--- src/rtl/bus_req_arbiter.sv ---
// Round-robin arbiter for the L1 requesters on the shared coherence bus.
// It picks one requester, latches that request's class and holds the grant until
// the bus controller finishes. A hold-time watchdog releases grants that never complete.
module bus_req_arbiter #(
    parameter  int unsigned CPUS     = 4,
    parameter  int unsigned MAX_HOLD = 1024,
    localparam int unsigned IDXW     = $clog2(CPUS)
) (
    input  logic            CLK,
    input  logic            RST,
    input  logic [CPUS-1:0] dREN,
    input  logic [CPUS-1:0] dWEN,
    input  logic [CPUS-1:0] ccwrite,
    input  logic [CPUS-1:0] ccabort,
    input  logic            txn_done,
    output logic            grant_valid,
    output logic [CPUS-1:0] grant_onehot,
    output logic [IDXW-1:0] grant_idx,
    output logic [1:0]      grant_type,
    output logic            timeout
);

    localparam int unsigned   HCW       = (MAX_HOLD == 0) ? 1 : $clog2(MAX_HOLD + 1);
    localparam logic [HCW-1:0] HOLD_LAST = (MAX_HOLD == 0) ? '0 : HCW'(MAX_HOLD - 1);
    localparam logic [HCW-1:0] HOLD_SAT  = '1;
    localparam logic [IDXW-1:0] LAST_IDX = IDXW'(CPUS - 1);

    localparam logic [1:0] CLS_R     = 2'd0;
    localparam logic [1:0] CLS_RX    = 2'd1;
    localparam logic [1:0] CLS_EVICT = 2'd2;
    localparam logic [1:0] CLS_INV   = 2'd3;

    typedef enum logic [1:0] {
        S_IDLE    = 2'd0,
        S_GRANT   = 2'd1,
        S_RELEASE = 2'd2
    } state_t;

    state_t          state;
    state_t          state_nxt;
    logic [IDXW-1:0] rr_ptr;
    logic [HCW-1:0]  hold_cnt;

    logic [CPUS-1:0] req_c;
    logic            pick_found;
    logic [IDXW-1:0] pick_idx;
    int unsigned     cand;
    logic [IDXW-1:0] cand_idx;
    logic            lines_c;
    logic            abort_c;
    logic            wd_c;
    logic            release_c;
    logic            timeout_c;

    logic            valid_n;
    logic [CPUS-1:0] onehot_n;
    logic [IDXW-1:0] idx_n;
    logic [1:0]      type_n;
    logic            timeout_n;
    logic [IDXW-1:0] rr_n;
    logic [HCW-1:0]  hold_n;

    // Request class; eviction dominates, then read-exclusive, read, invalidate.
    function automatic logic [1:0] req_class(input logic ren, input logic wen, input logic ccw);
        if (wen)             return CLS_EVICT;
        else if (ren && ccw) return CLS_RX;
        else if (ren)        return CLS_R;
        else                 return CLS_INV;
    endfunction

    assign req_c = (dREN | dWEN | ccwrite) & ~ccabort;

    // Round-robin scan starting at rr_ptr, wrapping without a modulo.
    always_comb begin
        pick_found = 1'b0;
        pick_idx   = '0;
        cand       = 0;
        cand_idx   = '0;
        for (int k = 0; k < CPUS; k++) begin
            cand = 32'(rr_ptr) + 32'(k);
            if (cand >= CPUS) cand = cand - CPUS;
            cand_idx = IDXW'(cand);
            if (!pick_found && req_c[cand_idx]) begin
                pick_found = 1'b1;
                pick_idx   = cand_idx;
            end
        end
    end

    // Release causes for the held grant, all evaluated in the same cycle.
    always_comb begin
        lines_c   = dREN[grant_idx] | dWEN[grant_idx] | ccwrite[grant_idx];
        abort_c   = ccabort[grant_idx];
        wd_c      = (MAX_HOLD != 0) && (hold_cnt == HOLD_LAST);
        release_c = txn_done | abort_c | ~lines_c | wd_c;
        timeout_c = wd_c & ~txn_done & ~abort_c;
    end

    // State register.
    always_ff @(posedge CLK) begin
        if (RST) state <= S_IDLE;
        else     state <= state_nxt;
    end

    // Next-state logic.
    always_comb begin
        state_nxt = state;
        case (state)
            S_IDLE:    if (pick_found) state_nxt = S_GRANT;
            S_GRANT:   if (release_c)  state_nxt = S_RELEASE;
            S_RELEASE: state_nxt = S_IDLE;
            default:   state_nxt = S_IDLE;
        endcase
    end

    // Next values for the registered outputs and the pointer/counter.
    always_comb begin
        valid_n   = grant_valid;
        onehot_n  = grant_onehot;
        idx_n     = grant_idx;
        type_n    = grant_type;
        timeout_n = 1'b0;
        rr_n      = rr_ptr;
        hold_n    = hold_cnt;
        case (state)
            S_IDLE: begin
                if (pick_found) begin
                    valid_n           = 1'b1;
                    onehot_n          = '0;
                    onehot_n[pick_idx] = 1'b1;
                    idx_n             = pick_idx;
                    type_n            = req_class(dREN[pick_idx], dWEN[pick_idx], ccwrite[pick_idx]);
                    hold_n            = '0;
                end
            end
            S_GRANT: begin
                if (hold_cnt != HOLD_SAT) hold_n = hold_cnt + HCW'(1);
                if (release_c) begin
                    valid_n   = 1'b0;
                    onehot_n  = '0;
                    timeout_n = timeout_c;
                end
            end
            S_RELEASE: begin
                rr_n = (grant_idx == LAST_IDX) ? '0 : grant_idx + IDXW'(1);
            end
            default: begin
                valid_n  = 1'b0;
                onehot_n = '0;
            end
        endcase
    end

    // Output, pointer and hold-counter registers.
    always_ff @(posedge CLK) begin
        if (RST) begin
            grant_valid  <= 1'b0;
            grant_onehot <= '0;
            grant_idx    <= '0;
            grant_type   <= '0;
            timeout      <= 1'b0;
            rr_ptr       <= '0;
            hold_cnt     <= '0;
        end else begin
            grant_valid  <= valid_n;
            grant_onehot <= onehot_n;
            grant_idx    <= idx_n;
            grant_type   <= type_n;
            timeout      <= timeout_n;
            rr_ptr       <= rr_n;
            hold_cnt     <= hold_n;
        end
    end

endmodule
--- config.mk ---
export PLATFORM = sky130hd
export DESIGN_NAME = bus_req_arbiter
export DESIGN_NICKNAME = d
export VERILOG_FILES = /design/src/rtl/bus_req_arbiter.sv
export SDC_FILE = /design/constraint.sdc
export NUM_CORES = 1
export LEC_CHECK = 0
export BUFFER_PORTS_ARGS = -buffer_cell sky130_fd_sc_hd__buf_2
export CORE_UTILIZATION = 50
export CTS_CLUSTER_DIAMETER = 200
export DETAILED_ROUTE_END_ITERATION = 16
export PLACE_DENSITY_LB_ADDON = 0.12
export SLEW_MARGIN = 20
export SYNTH_ARGS = -nofsm -noshare
export SYNTH_HDL_FRONTEND = slang
export SYNTH_SLANG_ARGS = --single-unit
--- constraint.sdc ---
create_clock -name CLK -period 4.9 [get_ports CLK]
set_input_delay 0.98 -clock CLK [delete_from_list [all_inputs] [get_ports CLK]]
set_output_delay 0.98 -clock CLK [all_outputs]
set_load 0.05 [all_outputs]
Word level (Yosys, flattened, before mapping)
Cells that the tools add are included.
{"block": "word_totals", "ff_bits": 25}
{"block": "op_classes", "n_addsub": 9, "magnitude_cmp": 11, "eq_ne": 8, "n_mux": 52, "bitwise_logic": 17, "reduce_logical": 15}
{"op": "2-bit 2-to-1 mux", "n": 14}
{"op": "1-bit binary-select mux with 2-bit select", "n": 11}
{"op": "11-bit 2-to-1 mux", "n": 2}
{"op": "11-bit one-hot mux with 2 select lines", "n": 1}
{"op": "2-bit by 3-bit < comparator with 1-bit output (second input constant)", "n": 6}
{"op": "1-bit 2-to-1 mux", "n": 18}
{"op": "4-bit one-hot mux with 3 select lines", "n": 1}
{"op": "11-bit by 1-bit adder with 11-bit output (second input constant)", "n": 1}
{"op": "11-bit by 10-bit == test with 1-bit output (second input constant)", "n": 1}
{"op": "11-bit != test (second input constant)", "n": 1}
{"op": "3-bit >= comparator (second input constant)", "n": 3}
{"op": "4-bit 2-to-1 mux", "n": 2}
{"op": "4-bit bitwise OR", "n": 2}
{"op": "2-bit by 1-bit subtractor with 2-bit output (second input constant)", "n": 4}
{"op": "2-bit by 2-bit adder with 3-bit output (second input constant)", "n": 2}
{"op": "2-bit != test (second input constant)", "n": 3}
{"op": "1-bit NOT", "n": 6}
{"op": "3-bit AND reduction", "n": 2}
{"op": "1-bit logical AND", "n": 5}
{"op": "1-bit bitwise OR", "n": 5}
{"op": "4-bit bitwise AND", "n": 1}
{"op": "2-bit == test (second input constant)", "n": 2}
{"op": "4-bit NOT", "n": 1}
{"op": "2-bit one-hot mux with 2 select lines", "n": 1}
{"op": "other kinds (13)", "n": 17}

Logic depth before layout (Yosys ltp)
{"block": "logic_depth", "ltp_word": 21, "mapped_depth": 8}

Worst setup path after synthesis
Ideal clock, no wire load.
{"block": "synth_path", "path_kind": "input -> register", "startpoint": "input ccwrite[0]", "endpoint": "register grant_type[1]", "t_arrival_ps": 2513, "t_required_ps": 4782, "path_slack_ps": 2269, "path_stages": 7, "n_path_buf": 0, "path_cell_list": "or3_1 > a311oi_2 > o211ai_4 > mux2i_1 > mux2_4 > nor3_1 > nor2_1"}
{"block": "synth_between", "elab_chain_cells": 19}
{"item": "start, declared", "line_no": "13", "rtl": "input logic [CPUS-1:0] ccwrite,"}
{"item": "4-bit bitwise OR", "line_no": "71", "rtl": "assign req_c = (dREN | dWEN | ccwrite) & ~ccabort;"}
{"item": "4-bit bitwise AND", "line_no": "71"}
{"item": "1-bit binary-select mux with 2-bit select", "line_no": "83", "rtl": "if (!pick_found && req_c[cand_idx]) begin"}
{"item": "1-bit 2-to-1 mux (not written as such)", "line_no": "83"}
{"item": "1-bit 2-to-1 mux", "line_no": "83"}
{"item": "1-bit zero test", "line_no": "83"}
{"item": "1-bit logical AND", "line_no": "83"}
{"item": "1-bit 2-to-1 mux", "line_no": "83"}
{"item": "(+3 left out)"}
{"item": "1-bit zero test", "line_no": "83"}
{"item": "1-bit logical AND", "line_no": "83"}
{"item": "2-bit 2-to-1 mux", "line_no": "83"}
{"item": "1-bit binary-select mux with 2-bit select", "line_no": "132", "rtl": "type_n = req_class(dREN[pick_idx], dWEN[pick_idx], ccwrite[pick_idx]);"}
{"item": "1-bit 2-to-1 mux (not written as such)", "line_no": "132"}
{"item": "2-bit 2-to-1 mux / 1-bit logical AND (equally long branches)", "line_no": "67, 66"}
{"item": "2-bit 2-to-1 mux", "line_no": "66", "rtl": "else if (ren && ccw) return CLS_RX;"}
{"item": "2-bit 2-to-1 mux", "line_no": "65", "rtl": "if (wen) return CLS_EVICT;"}
{"item": "end signal, assigned", "line_no": "168", "rtl": "grant_type <= type_n;"}
{"item": "end, declared", "line_no": "19", "rtl": "output logic [1:0] grant_type,"}
Several ways; a longest one is shown, not always the timed one. The select of a mux whose other input is x is not followed.
A chain may end at the register's enable or synchronous reset.

Worst setup path in the final report
{"block": "layout_path", "startpoint": "input dREN[3]", "endpoint": "register hold_cnt[7]"}
{"block": "layout_between", "elab_chain_cells": 17}
{"item": "start, declared", "line_no": "11", "rtl": "input logic [CPUS-1:0] dREN,"}
{"item": "4-bit bitwise OR (*) (2 in series)", "line_no": "71"}
{"item": "4-bit bitwise AND (*)", "line_no": "71"}
{"item": "1-bit binary-select mux with 2-bit select", "line_no": "83"}
{"item": "1-bit 2-to-1 mux (not written as such)", "line_no": "83"}
{"item": "1-bit 2-to-1 mux", "line_no": "83"}
{"item": "1-bit zero test", "line_no": "83"}
{"item": "1-bit logical AND", "line_no": "83"}
{"item": "1-bit 2-to-1 mux", "line_no": "83"}
{"item": "1-bit zero test", "line_no": "83"}
{"item": "1-bit logical AND", "line_no": "83"}
{"item": "1-bit 2-to-1 mux", "line_no": "83"}
{"item": "1-bit zero test", "line_no": "83"}
{"item": "1-bit logical AND", "line_no": "83"}
{"item": "1-bit 2-to-1 mux (*)", "line_no": "83"}
{"item": "2-bit != test (no line) (*)"}
{"item": "3-bit AND reduction (no line) (*)"}
{"item": "end signal, assigned", "line_no": "171", "rtl": "hold_cnt <= hold_n;"}
{"item": "end, declared", "line_no": "42", "rtl": "logic [HCW-1:0] hold_cnt;"}
Mark *: on every way between the ends. The rest lies on a longest branch, timed or not. The select of a mux whose other input is x is not followed.

==> flow_summary.yaml <==
floorplan:
  rows: 18
  io_pins: 29
  start_util_pct: 54.2
  core-area_um2: 2520
  die_area_um2: 2950
  dieWidth_um: 54.3
  die_height_um: 54.3
clocking:
  numCtsBuffers: 3
  cts_resized: 0
  insertion_delay_ns: 0.32
  postCtsSetupBuffers: 0
  cts_root_buffer: "clkbuf_4"
  cts_sinks: 25
  htreeDepth: 1
  hold_buffers: 0
  path_clk_slew_ns: 0.14
  cts_tree: "done"
  clock_path_buffers: 2
cells_and_area:
  nets: 204
  drive_above_1_share_pct: 25.3
  fillCellCount: 213
  layout.cells.non_filler: 212
  diodes: 0
  areaGrowthSynthToFinish_pct: 14.7
power_and_ir_drop:
  clock_power_share_pct: 20.3
  p_switching_mw: 0.158
  power_density_nw_per_um2: 286
  p_comb_share_pct: 29.5
  vdd_ir_drop_max_uv: 297
  p_seq_share_pct: 50.2
  intPower_mw: 0.291
  fin_total_pwr_mw: 0.449
  p_leak_nw: 0.636
  p_sw_share_pct: 35.2
logic_synthesis:
  avgSynthCellArea_um2: 9.05
  synth_cell_types: 42
  synthArstFlopShare_pct: 0
  synth_seq_cells: 25
  synth_area_leaders: "dfxtp_1 (37%), mux2i_1 (7.3%), nor2_1 (6.6%)"
  synth_edf_count: 0
  yosysWarnings: 0
  netlist.area_leader.share_pct: 36.6
  synth.most_common_cell: "dfxtp_1"
  ys_top_cells_by_count: "dfxtp_1 (25), nor2_1 (24)"
  synth_fp_nets: 172
  seq_area_frac_synth_pct: 36.6
  synth_top_area_cell: "dfxtp_1"
  synth_area_um2: 1370
  synth-main-ff-cell: "dfxtp_1"
  syn-instance-count: 151
critical_path:
  r2r_slack_ns: 2.70
  cp_max_fo: 10
  reg2reg_from: "grant_idx[1]$_SDFFE_PP0P_"
  worst-setup-path-type: "in -> reg"
  arrival_ns: 2.80
  rr_worst_depth: 5
  worstPathRequired_ns: 5.15
  cp-start-kind: "input port"
  reg2reg_to: "grant_onehot[0]$_SDFFE_PP0P_"
  cp-end-kind: "flip-flop"
hold_path:
  worstHoldStart: "grant_type[0]$_SDFFE_PP0P_"
  holdPathStages: 2
  hold_path_class: "reg -> reg"
  hold_path_end: "grant_type[0]$_SDFFE_PP0P_"
sta:
  layout_min_cycle_time_ns: 2.56
  tightest_slew_ns: 0.639
  hold_viol: 0
  maxSlewHeadroom_pct: 57.2
  setup_ws_ns: 2.34
  skew_ns: 0.00754
  maxSlewViolCount: 0
  rsz0062_at_grt: "no"
  setup_viol: 0
  finalSetupTns_ns: 0
  min_period_over_period_pct: 52.2
  fin_hold_ws_ns: 0.503
  fmax_mhz: 391
drt:
  drc_errors: 0
  via_per_inst: 5.82
  firstDrtPassIters: 4
  num_vias: 1234
  drt_iter0_markers: 31
  antenna_left: 0
  wirelength_mm: 2.91
  wl_per_cell_um: 13.7
place:
  port_buffers: 28
  place_congestion: 0.886
  dpl.cell_count: 208
  dp_slack_ns: 2.03
  dp_hpwl_mm: 2.29
flow_run:
  maxCapViolations: 0
global_route:
  grt_max_degree: 16
  grt_usage_pct: 23.1
  antenna_found_initial: 0
  grt_pass1_wl_mm: 4.85
  grt_pass1_vias: 1087
  overflow: 0
status:
  status: "finished, final reports clean"
[registers in the layout (all words and copies together), names as in the netlist]
name          count
grant_onehot      4
rr_ptr            2
grant_valid       1
timeout           1
grant_type        2
state             2
hold_cnt         11
grant_idx         2
[placed cells by master (no fill, tap or decap), types with 3 or more instances in the layout]
master	n
nor2_1	24
clkbuf_4	3
buf_2	28
a21oi_1	10
o21ai_0	4
nand3_1	3
mux2i_1	10
nand2_1	10
nor4_1	3
nor3_1	10
or3_1	4
xnor2_1	3
dfxtp_1	25
inv_1	6
xor2_1	3
[layout make-up]
| cell class | instances | area, um2 | share of cell area, % |
|---|---|---|---|
| Multi-Input combinational cell | 119 | 840 | 53.6 |
| Sequential cell | 25 | 500 | 31.9 |
| Timing Repair Buffer | 28 | 140 | 8.94 |
| Tap cell | 30 | 37.5 | 2.39 |
| Clock buffer | 3 | 22.5 | 1.44 |
| Inverter | 6 | 22.5 | 1.44 |
| Clock inverter | 1 | 5.00 | 0.319 |
[critical path, cell delays in order]
cell     delay, ns
buf_2         0.11
nor3_1        0.31
nor2_2        0.14
o41ai_4       0.68
nand2_1       0.36
a21oi_1       0.21
[how the worst max path moves through the flow]
stage          slack, ns  cells past startpoint                    endpoint  startpoint
2_1_floorplan       2.27                      7  grant_type[1]$_SDFFE_PP0P_  ccwrite[0]
3_3_place_gp        2.05                      8  grant_type[1]$_SDFFE_PP0P_  ccwrite[0]
5_1_grt             2.23                      6    hold_cnt[7]$_SDFFE_PP0P_     dREN[1]
3_5_place_dp        2.03                      6    hold_cnt[7]$_SDFFE_PP0P_     dREN[3]
4_1_cts             2.38                      6    hold_cnt[7]$_SDFFE_PP0P_     dREN[3]
6_report            2.34                      6    hold_cnt[7]$_SDFFE_PP0P_     dREN[3]
[cells by family (layout without fill, tap and decap cells)]
group	count (synthesis)	in the layout	synth area share [%]
muxes	13	13	11.7
and+or+nand+nor	68	68	24.5
xor gates and xnor gates	6	6	3.85
adders and majority gates	2	2	1.83
DFF	25	25	36.6
buffers and inverters	7	38	1.92
AOI/OAI and AO/OA	30	30	19.5
[per-stage QoR]
stage	utilization, %	instance area [um2]
2_1_floorplan	-	1370
3_3_place_gp	61.1	1540
3_5_place_dp	61.1	1540
4_1_cts	62.2	1570
5_1_grt	62.2	1570
6_report	62.2	1570
[power by group through the flow]
stage,registers (mW),logic [mW],clock network [mW]
5_1_grt,0.227,0.143,0.103
6_report,0.225,0.133,0.0913
2_1_floorplan,0.255,0.0720,0
4_1_cts,0.225,0.132,0.0937
3_5_place_dp,0.230,0.131,0
3_3_place_gp,0.229,0.130,0
[metal layers]
metal  global-route usage [%]  vias to the layer above  wire length [um]
li1                         -                      621                 -
met1                     31.8                      584              1480
met2                     35.8                       27              1300
met3                     6.39                        2               121
met4                     5.13                        0                12
met5                        0                        -                 0
(Power assumes the default switching activity.)
